### src/rtl/a_row_loader.sv
// A-operand row loader: packs LANES-wide beats into DIM-wide rows for the skew buffer.
// Optional LOAD starvation counter enabled by A_ROW_LOADER_BUBBLE_EN.
module a_row_loader #(
  parameter int BITS_AB = 8,
  parameter int DIM     = 8,
  parameter int LANES   = 4
) (
  input  logic                                clk,
  input  logic                                rst_n,
  input  logic                                start,
  input  logic                                abort,
  input  logic                                in_valid,
  output logic                                in_ready,
  input  logic [LANES*BITS_AB-1:0]            in_data,
  output logic signed [DIM-1:0][BITS_AB-1:0]  Ain,
  output logic [$clog2(DIM)-1:0]              Arow,
  output logic                                WrEn,
  output logic                                en,
  output logic                                busy,
  output logic                                done,
  output logic [15:0]                         bubble_cnt
);

  localparam int BEATS = DIM / LANES;
  localparam int BW = (BEATS > 1) ? $clog2(BEATS) : 1;
  localparam int RW = $clog2(DIM);
  localparam int DW = $clog2(2 * DIM);
  localparam logic [BW-1:0] BLAST = BW'(BEATS - 1);
  localparam logic [RW-1:0] RLAST = RW'(DIM - 1);
  localparam logic [DW-1:0] DLAST = DW'(2 * DIM - 1);

  typedef enum logic [1:0] {
    IDLE,
    LOAD,
    DRAIN,
    DONE
  } state_t;

  state_t state, state_d;
  logic [BW-1:0] beat, beat_d;
  logic [RW-1:0] row, row_d;
  logic [DW-1:0] dcnt, dcnt_d;
  logic wren_d, en_d, done_d;
  logic xfer, row_end;
  logic [DIM-1:0][BITS_AB-1:0] asm_q, row_full;

  assign in_ready = (state == LOAD);
  assign xfer     = in_valid && in_ready;
  assign row_end  = xfer && (beat == BLAST);

  // Final beat bypasses the assembly buffer straight into the row.
  always_comb begin
    row_full = asm_q;
    for (int k = 0; k < LANES; k++) begin
      row_full[(BEATS-1)*LANES+k] = in_data[k*BITS_AB +: BITS_AB];
    end
  end

  always_comb begin
    state_d = state;
    beat_d  = beat;
    row_d   = row;
    dcnt_d  = dcnt;
    wren_d  = 1'b0;
    en_d    = 1'b0;
    done_d  = 1'b0;
    unique case (state)
      IDLE: begin
        if (start && !abort) begin
          state_d = LOAD;
          beat_d  = '0;
          row_d   = '0;
          dcnt_d  = '0;
        end
      end
      LOAD: begin
        if (xfer) begin
          beat_d = row_end ? '0 : beat + BW'(1);
          if (row_end) begin
            wren_d = 1'b1;
            row_d  = row + RW'(1);
            if (row == RLAST) state_d = DRAIN;
          end
        end
      end
      DRAIN: begin
        // First DRAIN cycle carries the last WrEn, so en starts one later.
        if (dcnt == DLAST) begin
          state_d = DONE;
          done_d  = 1'b1;
          dcnt_d  = '0;
        end else begin
          en_d   = 1'b1;
          dcnt_d = dcnt + DW'(1);
        end
      end
      DONE: state_d = IDLE;
      default: state_d = IDLE;
    endcase
    if (abort && state != IDLE) begin
      state_d = IDLE;
      beat_d  = '0;
      row_d   = '0;
      dcnt_d  = '0;
      wren_d  = 1'b0;
      en_d    = 1'b0;
      done_d  = 1'b0;
    end
  end

  always_ff @(posedge clk or negedge rst_n) begin
    if (!rst_n) begin
      state <= IDLE;
      beat  <= '0;
      row   <= '0;
      dcnt  <= '0;
      WrEn  <= 1'b0;
      en    <= 1'b0;
      done  <= 1'b0;
      busy  <= 1'b0;
      Arow  <= '0;
      Ain   <= '0;
    end else begin
      state <= state_d;
      beat  <= beat_d;
      row   <= row_d;
      dcnt  <= dcnt_d;
      WrEn  <= wren_d;
      en    <= en_d;
      done  <= done_d;
      busy  <= (state_d != IDLE);
      if (wren_d) begin
        Ain  <= row_full;
        Arow <= row;
      end
    end
  end

  always_ff @(posedge clk or negedge rst_n) begin
    if (!rst_n) begin
      asm_q <= '0;
    end else if (xfer) begin
      for (int k = 0; k < LANES; k++) begin
        asm_q[int'(beat)*LANES+k] <= in_data[k*BITS_AB +: BITS_AB];
      end
    end
  end

`ifdef A_ROW_LOADER_BUBBLE_EN
  logic [15:0] bcnt;

  always_ff @(posedge clk or negedge rst_n) begin
    if (!rst_n) begin
      bcnt <= '0;
    end else if (state == IDLE && start && !abort) begin
      bcnt <= '0;
    end else if (state == LOAD && !in_valid && bcnt != 16'hFFFF) begin
      bcnt <= bcnt + 16'd1;
    end
  end

  assign bubble_cnt = bcnt;
`else
  assign bubble_cnt = 16'd0;
`endif

endmodule

### config.mk
export PLATFORM = sky130hd
export DESIGN_NAME = a_row_loader
export DESIGN_NICKNAME = d
export VERILOG_FILES = /design/src/rtl/a_row_loader.sv
export SDC_FILE = /design/constraint.sdc
export NUM_CORES = 1
export LEC_CHECK = 0
export ABC_CLOCK_PERIOD_IN_PS = 1900
export CAP_MARGIN = 10
export CORE_AREA = 2 2 101 103
export CTS_BUF_LIST = sky130_fd_sc_hd__clkbuf_4 sky130_fd_sc_hd__clkbuf_8 sky130_fd_sc_hd__clkbuf_16
export CTS_CLUSTER_SIZE = 20
export DETAILED_ROUTE_END_ITERATION = 7
export DIE_AREA = 0 0 103 105
export PLACE_DENSITY = 0.78
export SETUP_SLACK_MARGIN = 0.2
export SYNTH_ARGS = -nofsm -noshare
export SYNTH_HDL_FRONTEND = slang
export SYNTH_SLANG_ARGS = --single-unit
### constraint.sdc
create_clock -name clk -period 1.9 [get_ports clk]
set_input_delay 0.285 -clock clk [delete_from_list [all_inputs] [get_ports clk]]
set_output_delay 0.285 -clock clk [all_outputs]
set_load 0.005 [all_outputs]
---- After elaboration in Yosys (flattened, before gate mapping) ----
Index checks and enable logic that the tools add are counted.
Widths: inputs -> output; s select.
storage, ports and cells
  flip-flop bits (word level) ............. 145
  bits of input ports ..................... 37
  output and inout port bits .............. 88
  word-level logic and storage cells ...... 107
cells by class
  add/sub/neg operators ................... 6
  magnitude comparators ................... 8
  equal/unequal tests ..................... 8
  muxes and demuxes ....................... 43
  reductions and logical operators ........ 17
operator list
  operator             count
  $bwmux 64            4
  $demux 8 s3          3
  $mux 8               4
  $mux 1               14
  $ge 4x1->1 const B   3
  $lt 4x4->1 const B   3
  $mux 2               6
  $mux 3               4
  $mux 4               3
  $add 3x2->4 const B  2
  $demux 8 s1          1
  $logic_and 1x1->1    8
  $pmux 2 s4           1
  $pmux 4 s2           1
  $ne 3x1->1 const B   2
  $pmux 3 s2           1
  $reduce_bool 3->1    2
  $add 3x1->4 const B  1
  $add 4x1->4 const B  1
  $eq 2x2->1 const B   2
  $eq 4x4->1 const B   1
  $lt 3x4->1 const B   1
  $reduce_and 4->1     1
  $reduce_bool 2->1    2
  other kinds (11)     11

---- Logic depth before layout (Yosys ltp) ----
Gate-level depths: netlist of run 1.
  word-level depth ........................ 8
  mapped depth ............................ 6
  depth with buffers taken out ............ 5

---- Least setup slack after synthesis of run 1 ----
OpenSTA, ideal clock, no wires.
  path kind ............................... register -> register
  start ................................... reg state[1]
  end ..................................... reg Ain[37] (netlist bit)
  library setup time ...................... 0.125 ns
  data arrival time ....................... 1.436 ns
  data required time ...................... 1.775 ns
  path slack .............................. 0.339 ns
  stages on the path, launching flop included .. 6
  buffers on the path ..................... 2
  clock period less this slack ............ 1.561 ns
  cells stage by stage .................... dfrtp_1 -> nand2b_2 -> nor3_4 -> buf_6 -> buf_6 -> mux2_2
between the ends
  word-level cells in the longest chain between the ends .. 7
  elaborated cells between the ends (all ways) .. 9
  classes of those cells .................. 1 x eq/ne; 4 x mux; 4 x reduce/logical
RTL lines
  item                    RTL line  text
  start, declared         39        state_t state, state_d;
  start signal, assigned  124       state <= state_d;
  $eq 2x1->1              47, 67
  $logic_and 1x1->1       48        assign xfer = in_valid && in_ready;
  $logic_and 1x1->1       49        assign row_end = xfer && (beat == BLAST);
  $mux 1                  79        if (row_end) begin
  $mux 1                  77        if (xfer) begin
  $mux 1                  67        unique case (state)
  $mux 1 (*)              100       if (abort && state != IDLE) begin
  end signal, assigned    133       Ain <= row_full;
  end, declared           15        output logic signed [DIM-1:0][BITS_AB-1:0] Ain,
Every way passes the cells marked *; elsewhere a longest branch is shown, timed or not.
A chain may end at the register's enable or synchronous reset.

---- Worst setup path in the final report of run 1 ----
  start ................................... reg state[1]
  end ..................................... reg asm_q[22] (netlist bit)
between the ends
  word-level cells in the longest chain between the ends .. 2
RTL lines
  item                           RTL line  text
  $eq 2x1->1                     47        assign in_ready = (state == LOAD);
  $logic_and 1x1->1              48
  end signal, assigned by index  144       asm_q[int'(beat)*LANES+k] <= in_data[k*BITS_AB +: BITS_AB];
  end, declared                  45        logic [DIM-1:0][BITS_AB-1:0] asm_q, row_full;
Every way passes these cells.

==> results.cfg, run 1 <==
[yosys]
synthFlopType = dfrtp_1
avgSynthCellArea_sq_um = 15.09
netlist_area_sq_um = 4526
synthDistinctLibCells = 29
seq_area_frac_synth_pct = 62.48
synthArstFlopShare_pct = 100.0
synth_cells = 300
synthTopCellsByCount = dfrtp_1, mux2_2, buf_4
synth_edf_count = 0
yosysWarnings = 0
synth_top_area_share_pct = 62.48
synth_largest_area_cell = dfrtp_1
ys_ff_latch = 113
synthMostInstantiatedCell = dfrtp_1
ys_top_cells_by_area = dfrtp_1, mux2_2, buf_4

[timing]
finalCritPeriodShare_pct = 87.33
final_max_slew_viol_count = 0
holdWs_ns = 0.2312
finalHoldViolCount = 0
post-route-worst-setup-slack_ns = 0.2407
setup_violations = 0
fmax_mhz = 602.7
clock_skew_ns = 0.006870
rsz0062_at_grt = yes
fin_crit_ns = 1.659

[floorplanning]
core.rowCount = 36
core_area_sq_um = 9639
dieArea_sq_um = 10820
io_pins = 125
die_w_um = 103
die_h_um = 105
initial_core_util_pct = 46.95

[global_routing]
grt_max_degree = 63
antenna_found_initial = 0
grt_pass1_wl_um = 14680
overflow = 0
grt_pass1_vias = 2950
gr-usage-all-layers_pct = 17.75

[routing]
final_antenna_net_count = 0
num_vias = 2793
wire_per_inst_um = 15.76
drc = 0
viasPerCell = 4.816
routed_wl_um = 9140
dr.first_iter.drc_count = 83
drtPass1Iterations = 4

[clocking]
cts_tree = yes
clock-sinks = 113
cts_buffers = 17
htreeDepth = 4
clk_pin_slew_ns = 0.05
cts-root-buf = clkbuf_8
cts_max_path_buffers = 2
clock_latency_ns = 0.49

[layout]
layout.nets = 474
drive_above_1_share_pct = 35.12
final-instance-count-excl-fill = 580
num-fill-cells = 706
fin_util_pct = 67.54
antenna_cells = 0
syn2layout_area_growth_pct = 43.85

[power_and_ir_drop]
p_sw_mw = 1.804
vdd_drop_max_v = 0.0007869
swShare_pct = 21.94
comb_power_share_pct = 19.3
design_power_total_mw = 8.221
powerDensity_nw_per_um2 = 1263
clock_power_share_pct = 40.7
seq_power_share_pct = 40.0
p_int_mw = 6.417
total_leakage_power_nw = 3.173

[worst_setup_path]
slowest_stage = dfrtp_1
path_common_cell = buf_4
max_stage_delay_ns = 0.37
crit_end = asm_q[22]
critPathArrivalTime_ns = 2.03
r2r-end = asm_q[22]
reg2reg_depth = 5
cp_cell_sequence = nand2b_4 -> buf_4 -> nor3b_4 -> buf_4 -> mux2_2
start_kind = flop
crit_fanout = 9
cp.required_ns = 2.27
ff2ff_setup_slack_ns = 0.24
startpoint = state[1]
worstSetupEndpointType = flop
r2r_start = state[1]
path_class = flop to flop

[flow_run]
cap_violations = 0

[placed_design]
place_hpwl_um = 6154
dpl.cell_count = 543
place_congestion = 0.7475
dp_slack_ns = -0.05893
io_buffers = 108

[hold_path]
min_path_type = primary input to asynchronous set/reset pin

[run_status]
status = finished, final reports clean
logic make-up after synthesis:
logic type / share of synthesized area, %
buffers and inverters: 5.004
and+or+nand+nor: 4.396
adders and majority gates: 0.8295
muxes: 25.08
DFF: 62.48
other: 0.08286
AOI/OAI and AO/OA: 2.129
routing by layer:
metal / wire [um] / global-route usage, %
met1: 3720 / 22.01
met2: 4899 / 28.85
met3: 414 / 5.351
met4: 106 / 6.861
met5: 0 / 0
state kept, by name, indices dropped and copies added (netlist names):
register  flops
asm_q        32
done          1
Ain          64
busy          1
state         2
Arow          3
beat          1
dcnt          4
row           3
en            1
WrEn          1
power by group through the flow:
stage          combinational, mW  sequential [mW]  clock [mW]
2_1_floorplan              0.617             3.30           0
4_1_cts                     1.64             3.30        3.41
5_1_grt                     1.73             3.37        3.54
3_3_place_gp                1.58             3.29           0
3_5_place_dp                1.63             3.33           0
6_report                    1.59             3.29        3.34
layout make-up:
cell class	instances	area, sq um	area share [%]
sequential	113	2828	43.44
tap	133	166.4	2.556
inverter	3	11.26	0.1730
multi-input combinational	170	1539	23.64
clock buffer	21	450.4	6.919
timing repair buffer	129	1330	20.43
clock inverter	11	185.2	2.845
worst min path at each step:
stage,startpoint,to,slack (ns),cells after the start
global route,rst_n,Ain[26],0.27,2
floorplan,rst_n,Ain[0],-0.01,0
detailed placement,rst_n,Ain[26],0.21,1
finish,rst_n,Ain[60],0.23,2
global placement,rst_n,Ain[60],0.21,1
CTS,rst_n,Ain[26],0.22,2
timing repair:
action / in CTS / in global routing
setup endpoints to repair: 2 / 72
pin swaps: 0 / 1
gates resized for setup: 3 / 15
buffers inserted: 1 / 2
gates cloned: 0 / 1
hold buffers: 1 / 0
hold endpoints to repair: 21 / 0
layout by cell type (no fill, tap or decap), types with 2 or more instances in the layout:
master           synthesis  final
clkbuf_8                 0      2
clkdlybuf4s50_1          0     91
clkinvlp_4               0      2
o21ai_0                  6      6
dlymetal6s2s_1           0     14
nor2_1                   6      6
buf_12                   0      3
clkbuf_4                 0      3
nor3_1                   3      3
dlygate4sd2_1            0      2
nand3_1                  2      2
nor3b_1                  2      2
mux2i_1                  2      2
a21oi_1                  3      3
clkbuf_16                0     17
nand2_1                  9      9
mux2_2                  99     99
bufinv_16                0      5
buf_4                   23     16
nor2b_1                  7      7
conb_1                   1     16
ha_1                     3      3
inv_1                    3      3
dfrtp_1                113    113
clkinv_2                 0      4
stage by stage:
stage | TNS, ns | area [sq um]
global route | 0 | 6510
global placement | -1.968 | 5776
detailed placement | -2.396 | 5776
CTS | 0 | 6431
finish | 0 | 6510
floorplan | 0 | 4582
worst max-delay path, delay by kind of cell (launching register included):
kind | cells | cell delay (ns)
buffers and inverters | 2 | 0.40
multiplexers | 1 | 0.36
flip-flops | 1 | 0.37
AND/OR/NAND/NOR | 2 | 0.41
No activity file was read; power rests on OpenSTA's default activity.
==> run 2: changes to the inputs <==
--- a/config.mk
+++ b/config.mk
@@ -5,10 +5,8 @@
 export SDC_FILE = /design/constraint.sdc
 export NUM_CORES = 1
 export LEC_CHECK = 0
-export ABC_CLOCK_PERIOD_IN_PS = 1900
 export CAP_MARGIN = 10
 export CORE_AREA = 2 2 101 103
-export CTS_BUF_LIST = sky130_fd_sc_hd__clkbuf_4 sky130_fd_sc_hd__clkbuf_8 sky130_fd_sc_hd__clkbuf_16
 export CTS_CLUSTER_SIZE = 20
 export DETAILED_ROUTE_END_ITERATION = 7
 export DIE_AREA = 0 0 103 105
==> results.cfg, run 2 (synthesized netlist as in run 1, its figures left out) <==
[layout]
num-fill-cells = 705
top_regs = Ain: 64 flops, asm_q: 32 flops, dcnt: 4 flops
most-common-layout-cells = dfrtp_1, mux2_2, clkdlybuf4s50_1, clkbuf_16
regArea_sq_um = 2828
drive_above_1_share_pct = 34.45
layout.nets = 474
fin_util_pct = 67.45
regMostFlops = Ain
layout_commonest_cell = dfrtp_1
antenna_cells = 0
multi_input_area_sq_um = 1539
largest_reg_flops = 64
syn2layout_area_growth_pct = 43.66

[hold_path]
min_path_type = primary input to asynchronous set/reset pin

[timing]
finalCritPeriodShare_pct = 87.51
clock_skew_ns = 0.006886
fmax_mhz = 601.5
fin_crit_ns = 1.663
tns_ns = 0
setup_violations = 0
final_max_slew_viol_count = 0
rsz0062_at_grt = yes
finalHoldViolCount = 0

[floorplanning]
die_w_um = 103
core_area_sq_um = 9639
initial_core_util_pct = 46.95
dieArea_sq_um = 10820
die_h_um = 105
io_pins = 125
core.rowCount = 36

[routing]
routed_wl_um = 9164
num_vias = 2810
drtPass1Iterations = 4
final_antenna_net_count = 0
viasPerCell = 4.845
wire_per_inst_um = 15.80
dr.first_iter.drc_count = 67
drc = 0

[clocking]
cts_max_path_buffers = 2
cts_buffers = 17
cts-root-buf = clkbuf_8
cts_tree = yes
clk_pin_slew_ns = 0.05
clock_latency_ns = 0.49
htreeDepth = 4
clock-sinks = 113

[worst_setup_path]
r2r-end = asm_q[22]
critPathArrivalTime_ns = 2.04
cp_cell_sequence = nand2b_4 -> buf_4 -> nor3b_4 -> buf_4 -> mux2_2
crit_fanout = 9
r2r_start = state[1]
crit_end = asm_q[22]
max_stage_delay_ns = 0.37
path_class = flop to flop
start_kind = flop
worstSetupEndpointType = flop
reg2reg_depth = 5
cp.required_ns = 2.27
slowest_stage = dfrtp_1
path_common_cell = buf_4
ff2ff_setup_slack_ns = 0.24
startpoint = state[1]

[global_routing]
grt_max_degree = 63
antenna_found_initial = 0
overflow = 0
grt_pass1_vias = 2937
grt_pass1_wl_um = 14600
gr-usage-all-layers_pct = 17.65

[run_status]
status = finished, final reports clean

[power_and_ir_drop]
total_leakage_power_nw = 3.179
powerDensity_nw_per_um2 = 1259
seq_power_share_pct = 40.2
clock_power_share_pct = 40.4
swShare_pct = 22.12
vdd_drop_max_v = 0.0007864
comb_power_share_pct = 19.4
p_int_mw = 6.373
p_sw_mw = 1.811

[placed_design]
io_buffers = 108
place_congestion = 0.7475
place_hpwl_um = 6154

[flow_run]
cap_violations = 0
==> run 2: power groups by stage <==
stage	Combinational (mW)	Clock (mW)	Sequential, mW
finish	1.59	3.31	3.29
detailed placement	1.63	0	3.33
global route	1.73	3.50	3.37
global placement	1.58	0	3.29
floorplan	0.617	0	3.30
CTS	1.64	3.36	3.30
==> run 2: timing repair <==
| item | 4_1_cts | 5_1_grt |
|---|---|---|
| pin swaps | 0 | 1 |
| endpoints found under the hold margin | 21 | 0 |
| buffers inserted | 1 | 2 |
| resized for setup | 3 | 16 |
| setup endpoints to repair | 2 | 73 |
| hold buffers | 1 | 0 |
| gates cloned | 0 | 1 |
==> run 2: worst max-delay path, delay by kind of cell (launching register included) <==
kind / cells / cell delay (ns)
multiplexers: 1 / 0.36
AND/OR/NAND/NOR: 2 / 0.41
buffers and inverters: 2 / 0.41
flip-flops: 1 / 0.37
==> run 2: routing by layer <==
metal / global-route usage (%) / share of wire, %
met1: 21.70 / 41
met2: 28.85 / 53
met5: 0 / 0
met4: 6.861 / 1.2
met3: 5.351 / 4.7
==> run 2: worst min-delay path by stage <==
stage	start	to	slack [ns]	depth (start not counted)
5_1_grt	rst_n	Ain[26]	0.27	2
2_1_floorplan	rst_n	Ain[0]	-0.01	0
6_report	rst_n	Ain[60]	0.23	2
3_3_place_gp	rst_n	Ain[60]	0.21	1
4_1_cts	rst_n	Ain[26]	0.22	2
3_5_place_dp	rst_n	Ain[26]	0.21	1
==> run 2: per-stage QoR <==
| step | area [sq um] | hold WS [ns] | worst slack [ns] | std cells | total power [mW] |
|---|---|---|---|---|---|
| after CTS | 6420 | 0.2235 | 0.1936 | 577 | 8.304 |
| after global placement | 5776 | 0.2073 | -0.03937 | 543 | 4.869 |
| after global routing | 6501 | 0.2670 | 0.1740 | 580 | 8.596 |
| after floorplan | 4582 | -0.01059 | 0.3392 | 315 | 3.917 |
| final | 6501 | 0.2319 | 0.2374 | 580 | 8.183 |
| after detailed placement | 5776 | 0.2083 | -0.05893 | 543 | 4.958 |
==> run 2: area by class of cell <==
cell class / count / area share (%)
repair buffers: 129 / 20.50
clock buffers: 21 / 6.755
multi-input cells: 170 / 23.67
inverters: 3 / 0.1732
flip-flops and latches: 113 / 43.49
well taps: 133 / 2.560
clock inverters: 11 / 2.848
